[config.mk]
export PLATFORM = sky130hd
export DESIGN_NAME = order_4_1
export DESIGN_NICKNAME = d
export VERILOG_FILES = /design/src/rtl/order_4_1.sv
export SDC_FILE = /design/constraint.sdc
export NUM_CORES = 1
export LEC_CHECK = 0
export CAP_MARGIN = 20
export CELL_PAD_IN_SITES_DETAIL_PLACEMENT = 1
export CELL_PAD_IN_SITES_GLOBAL_PLACEMENT = 1
export CORE_ASPECT_RATIO = 1.25
export CORE_MARGIN = 2
export CORE_UTILIZATION = 42
export DETAILED_ROUTE_END_ITERATION = 10
export PLACE_DENSITY_LB_ADDON = 0.1
export SYNTH_ARGS = -nofsm -noshare
export SYNTH_HDL_FRONTEND = slang
export SYNTH_SLANG_ARGS = --single-unit
[constraint.sdc]
create_clock -name clock -period 8.23 [get_ports clock]
set_input_delay 1.646 -clock clock [delete_from_list [all_inputs] [get_ports clock]]
set_output_delay 1.646 -clock clock [all_outputs]
set_load 0.02 [all_outputs]
[src/rtl/order_4_1.sv]
// Serialising sorter: captures a 4-word group, then emits it one word per beat in sorted order with original index.
// Define ORDER_4_1_DESCEND_EN for descending order; default build sorts ascending.
module order_4_1 #(
    parameter int unsigned DSIZE = 8
) (
    input  logic             clock,
    input  logic             rst,
    input  logic             in_valid,
    output logic             in_ready,
    input  logic [DSIZE-1:0] indata0,
    input  logic [DSIZE-1:0] indata1,
    input  logic [DSIZE-1:0] indata2,
    input  logic [DSIZE-1:0] indata3,
    output logic             out_valid,
    input  logic             out_ready,
    output logic [DSIZE-1:0] outdata,
    output logic [1:0]       outindex,
    output logic             outlast
);

    localparam int unsigned NUM  = 4;
    localparam int unsigned IDXW = 2;

    typedef enum logic {
        IDLE = 1'b0,
        EMIT = 1'b1
    } state_e;

    state_e                      state_q, state_d;
    logic [NUM-1:0][DSIZE-1:0]   group_q, group_d;
    logic [NUM-1:0]              used_q, used_d;
    logic                        in_ready_q, in_ready_d;
    logic                        out_valid_q, out_valid_d;
    logic [DSIZE-1:0]            outdata_q, outdata_d;
    logic [IDXW-1:0]             outindex_q, outindex_d;
    logic                        outlast_q, outlast_d;

    logic [NUM-1:0][DSIZE-1:0]   in_group;
    logic [NUM-1:0]              used_after;
    logic [IDXW-1:0]             sel_in;
    logic [IDXW-1:0]             sel_emit;
    logic                        capture;
    logic                        accept;

    // Strict compare so that on ties the earlier (lower) index is kept.
    function automatic logic better(input logic [DSIZE-1:0] a, input logic [DSIZE-1:0] b);
`ifdef ORDER_4_1_DESCEND_EN
        return a > b;
`else
        return a < b;
`endif
    endfunction

    function automatic logic [IDXW-1:0] pick(input logic [NUM-1:0][DSIZE-1:0] w,
                                             input logic [NUM-1:0] used);
        logic             found;
        logic [IDXW-1:0]  idx;
        logic [DSIZE-1:0] best;
        found = 1'b0;
        idx   = '0;
        best  = '0;
        for (int i = 0; i < int'(NUM); i++) begin
            if (!used[i] && (!found || better(w[i], best))) begin
                found = 1'b1;
                idx   = IDXW'(i);
                best  = w[i];
            end
        end
        return idx;
    endfunction

    assign in_group   = {indata3, indata2, indata1, indata0};
    assign used_after = used_q | (4'b0001 << outindex_q);
    assign sel_in     = pick(in_group, '0);
    assign sel_emit   = pick(group_q, used_after);
    assign capture    = (state_q == IDLE) && in_valid && in_ready_q;
    assign accept     = out_valid_q && out_ready;

    always_ff @(posedge clock) begin
        if (rst) begin
            state_q <= IDLE;
        end else begin
            state_q <= state_d;
        end
    end

    always_comb begin
        state_d = state_q;
        case (state_q)
            IDLE:    if (capture) state_d = EMIT;
            EMIT:    if (accept && outlast_q) state_d = IDLE;
            default: state_d = IDLE;
        endcase
    end

    always_comb begin
        group_d     = group_q;
        used_d      = used_q;
        in_ready_d  = 1'b0;
        out_valid_d = out_valid_q;
        outdata_d   = outdata_q;
        outindex_d  = outindex_q;
        outlast_d   = outlast_q;
        case (state_q)
            IDLE: begin
                in_ready_d = 1'b1;
                if (capture) begin
                    group_d     = in_group;
                    used_d      = '0;
                    outdata_d   = in_group[sel_in];
                    outindex_d  = sel_in;
                    outlast_d   = 1'b0;
                    out_valid_d = 1'b1;
                    in_ready_d  = 1'b0;
                end
            end
            EMIT: begin
                if (accept) begin
                    used_d = used_after;
                    if (outlast_q) begin
                        out_valid_d = 1'b0;
                        outlast_d   = 1'b0;
                        in_ready_d  = 1'b1;
                    end else begin
                        outdata_d  = group_q[sel_emit];
                        outindex_d = sel_emit;
                        outlast_d  = ($countones(used_after) == 3);
                    end
                end
            end
            default: begin
                out_valid_d = 1'b0;
            end
        endcase
    end

    always_ff @(posedge clock) begin
        if (rst) begin
            group_q     <= '0;
            used_q      <= '1;
            in_ready_q  <= 1'b0;
            out_valid_q <= 1'b0;
            outdata_q   <= '0;
            outindex_q  <= '0;
            outlast_q   <= 1'b0;
        end else begin
            group_q     <= group_d;
            used_q      <= used_d;
            in_ready_q  <= in_ready_d;
            out_valid_q <= out_valid_d;
            outdata_q   <= outdata_d;
            outindex_q  <= outindex_d;
            outlast_q   <= outlast_d;
        end
    end

    assign in_ready  = in_ready_q;
    assign out_valid = out_valid_q;
    assign outdata   = outdata_q;
    assign outindex  = outindex_q;
    assign outlast   = outlast_q;

endmodule

==> flow_summary_export.csv <==
group,metric,value,unit
status,status,"finished, final reports clean",
timing,hold_violations,0,
clocking,clk_path_buf_depth,2,
layout,drive_above_1_share,9.178,%
layout,n_antenna_cell,0,
worst_hold_path,min_to,"used_q[3]",
power_and_ir_drop,power_switching,0.2572,mW
power_and_ir_drop,ir_drop,0.00007525,V
worst_hold_path,min-delay-start,"used_q[3]",
power_and_ir_drop,p_seq_share,35.4,%
timing,worst_pin_slew,1.005,ns
synthesis,netlist_instances,483,
timing,fin_ws,1.348,ns
setup_path,critPathMaxFanout,11,
synthesis,yosysWarningCount,0,
power_and_ir_drop,power.total,0.7716,mW
synthesis,synth_top_area_share,25.84,%
clocking,clkLatencyLatePin,0.30,ns
setup_path,crit_arrival,7.10,ns
synthesis,synth.cell_area,3874,um^2
die,core,9076,um^2
setup_path,slowest_stage,"clkdlybuf4s50_1",
layout,num-fill-cells,1133,
die,die-area,10010,um^2
synthesis,synth-seq-area-share,25.84,%
synthesis,ys.flop_type,"dfxtp_1",
clocking,clkTransAtPathRegs,0.08,ns
clocking,cts_buffers,5,
run,maxCapViolCount,0,
layout,fin_nets,604,
placement,hpwl,9.864,mm
power_and_ir_drop,internal_power,0.5144,mW
synthesis,synthTopCellsByCount,"nand2_1 (92), a21oi_1 (58), dfxtp_1 (50)",
power_and_ir_drop,clkPwrFrac,31.7,%
clocking,post_cts_buffers,0,
timing,finalSetupViolCount,0,
setup_path,reg2reg_to,"outdata[5]",
synthesis,synth_edf_count,0,
power_and_ir_drop,p_leak,1.967,nW
setup_path,r2r-start,"outindex[0]",
power_and_ir_drop,p_comb_share,32.9,%
route,dr.pass1.iters,4,
setup_path,cp_slowest_stage_delay,0.53,ns
clocking,cts_htree_levels,2,
grt,grt_pass1_vias,3866,
setup_path,reg2regPathDepth,26,
timing,timing.fmax,145.3,MHz
clocking,post_cts_resized,0,
grt,antenna_found_initial,0,
worst_hold_path,min_path_type,"reg2reg",
synthesis,ys_ff_latch,50,
route,wl,12.23,mm
synthesis,synth_area_per_cell,8.020,um^2
timing,skew,0.01419,ns
placement,portBuffers,48,
placement,dp_slack,1.023,ns
route,via_count,3665,
die,die_w,89.90,um
clocking,ctsRootBufferMaster,"clkbuf_16",
grt,grt_pass1_wl,20.19,mm
power_and_ir_drop,power_density,167.9,nW/um^2
setup_path,crit_type,"in2reg",
route,route.detailed.drc,0,
clocking,clkSinkCount,50,
clocking,postCtsHoldBufs,0,
power_and_ir_drop,swShare,33.34,%
setup_path,cp_num_buf_inv,5,
grt,grt_max_degree,45,
die,rows,39,
synthesis,async_flop_share,0,%
grt,overflow,0,
die,io_pins,49,
placement,numPlacedInstances,638,
synthesis,yosysTopAreaCell,"dfxtp_1",
synthesis,synth_nets,565,
timing,fin_crit,6.882,ns
setup_path,reg2reg_slack,1.39,ns
worst_hold_path,min_path_cells,1,
route,drtIter0Drc,182,
setup_path,required,8.45,ns
layout,fin_util,50.63,%
timing,rsz0062_at_grt,"false",
setup_path,setup.worst_path.start_class,"input port",
synthesis,yosysUniqueCellTypes,61,
die,die_y,111.4,um
setup_path,endpoint_kind,"flip-flop",
synthesis,synth.area.top_cells,"dfxtp_1 (26%), ha_1 (15%), nand2_1 (8.9%)",
route,viasPerCell,5.673,
timing,period_share,83.62,%
layout,fin_cells,646,
route,drt-wirelength-per-cell,18.93,um
clocking,tritoncts,"yes",
die,initial_utilization,42.68,%
timing,max_slew_margin,32.77,%
timing,setup_tns,0,ns
route,antenna_left,0,
layout,syn_to_final_growth,18.64,%
timing,drv_slew,0,
placement,gp_congestion,0.8516,
grt,track_usage,25.22,%
synthesis,synth_most_common_cell,"nand2_1",
setup_path,cp_top_family,"compound AO/OA/AOI/OAI gates",
[flip-flops by register name (all words and copies together), names as in the netlist]
| signal | flops |
|---|---|
| out_valid | 1 |
| outindex | 2 |
| group_q | 32 |
| state_q | 1 |
| outdata | 8 |
| used_q | 4 |
| in_ready | 1 |
| outlast | 1 |
[routing by layer]
metal / vias up / global-route usage, % / share of wire, %
met5: - / 0 / 0
met4: 0 / 8.718 / 2.5
met3: 19 / 3.248 / 2.4
met2: 54 / 44.24 / 50
met1: 1786 / 31.97 / 45
li1: 1806 / - / -
[worst max path at each step]
stage	startpoint	endpoint	slack (ns)	depth (start not counted)
6_report	indata0[7]	outdata[7]	1.35	25
5_1_grt	outindex[0]	outdata[5]	0.88	25
4_1_cts	indata0[7]	outdata[1]	1.31	25
3_5_place_dp	indata0[7]	outdata[7]	1.02	25
3_3_place_gp	indata0[7]	outdata[1]	1.12	25
2_1_floorplan	outindex[0]	outindex[0]	2.17	29
[placed cells by master, fill, tap and decap left out, types with 4 or more instances in the layout]
master | Yosys | final
clkbuf_16 | 0 | 5
clkdlybuf4s50_1 | 0 | 48
mux2i_1 | 22 | 22
nand2_1 | 92 | 92
o21ai_0 | 17 | 17
nand2b_1 | 4 | 4
buf_4 | 0 | 8
a211oi_1 | 5 | 5
ha_1 | 45 | 45
nor3_1 | 6 | 6
a22oi_1 | 12 | 12
mux2_2 | 19 | 19
a21oi_1 | 58 | 58
nor2_1 | 22 | 22
nand3_1 | 9 | 9
a21o_1 | 8 | 8
dfxtp_1 | 50 | 50
inv_1 | 29 | 29
[through the flow]
stage | area [um^2] | hold slack, ns
after detailed placement | 4423 | 0.4723
after global placement | 4423 | 0.4706
after CTS | 4596 | 0.4916
after global routing | 4596 | 0.5070
after floorplan | 3874 | 0.4363
final | 4596 | 0.4890
[power by group through the flow]
stage               Sequential, mW  Clock (mW)  Combinational, mW
finish                       0.273       0.245              0.254
global route                 0.275       0.259              0.283
CTS                          0.273       0.251              0.255
detailed placement           0.278           0              0.254
global placement             0.278           0              0.246
floorplan                    0.279           0              0.169
[final cells by class]
type	count	area, um^2	share of cell area, %
clock buffers	5	125.1	2.723
clock inverters	3	47.55	1.035
inverters	30	112.6	2.450
multi-input cells	379	2615	56.90
flip-flops and latches	50	1001	21.78
well taps	123	153.9	3.349
repair buffers	56	540.5	11.76
[cells by family after synthesis]
| family | Yosys count | share of synthesized area, % |
|---|---|---|
| AOI/OAI and AO/OA | 136 | 23.13 |
| adders and majority gates | 46 | 15.05 |
| buffers and inverters | 54 | 6.653 |
| DFF | 50 | 25.84 |
| muxes | 43 | 11.79 |
| and+or+nand+nor | 154 | 17.54 |
Power figures use the tool's default switching activity.
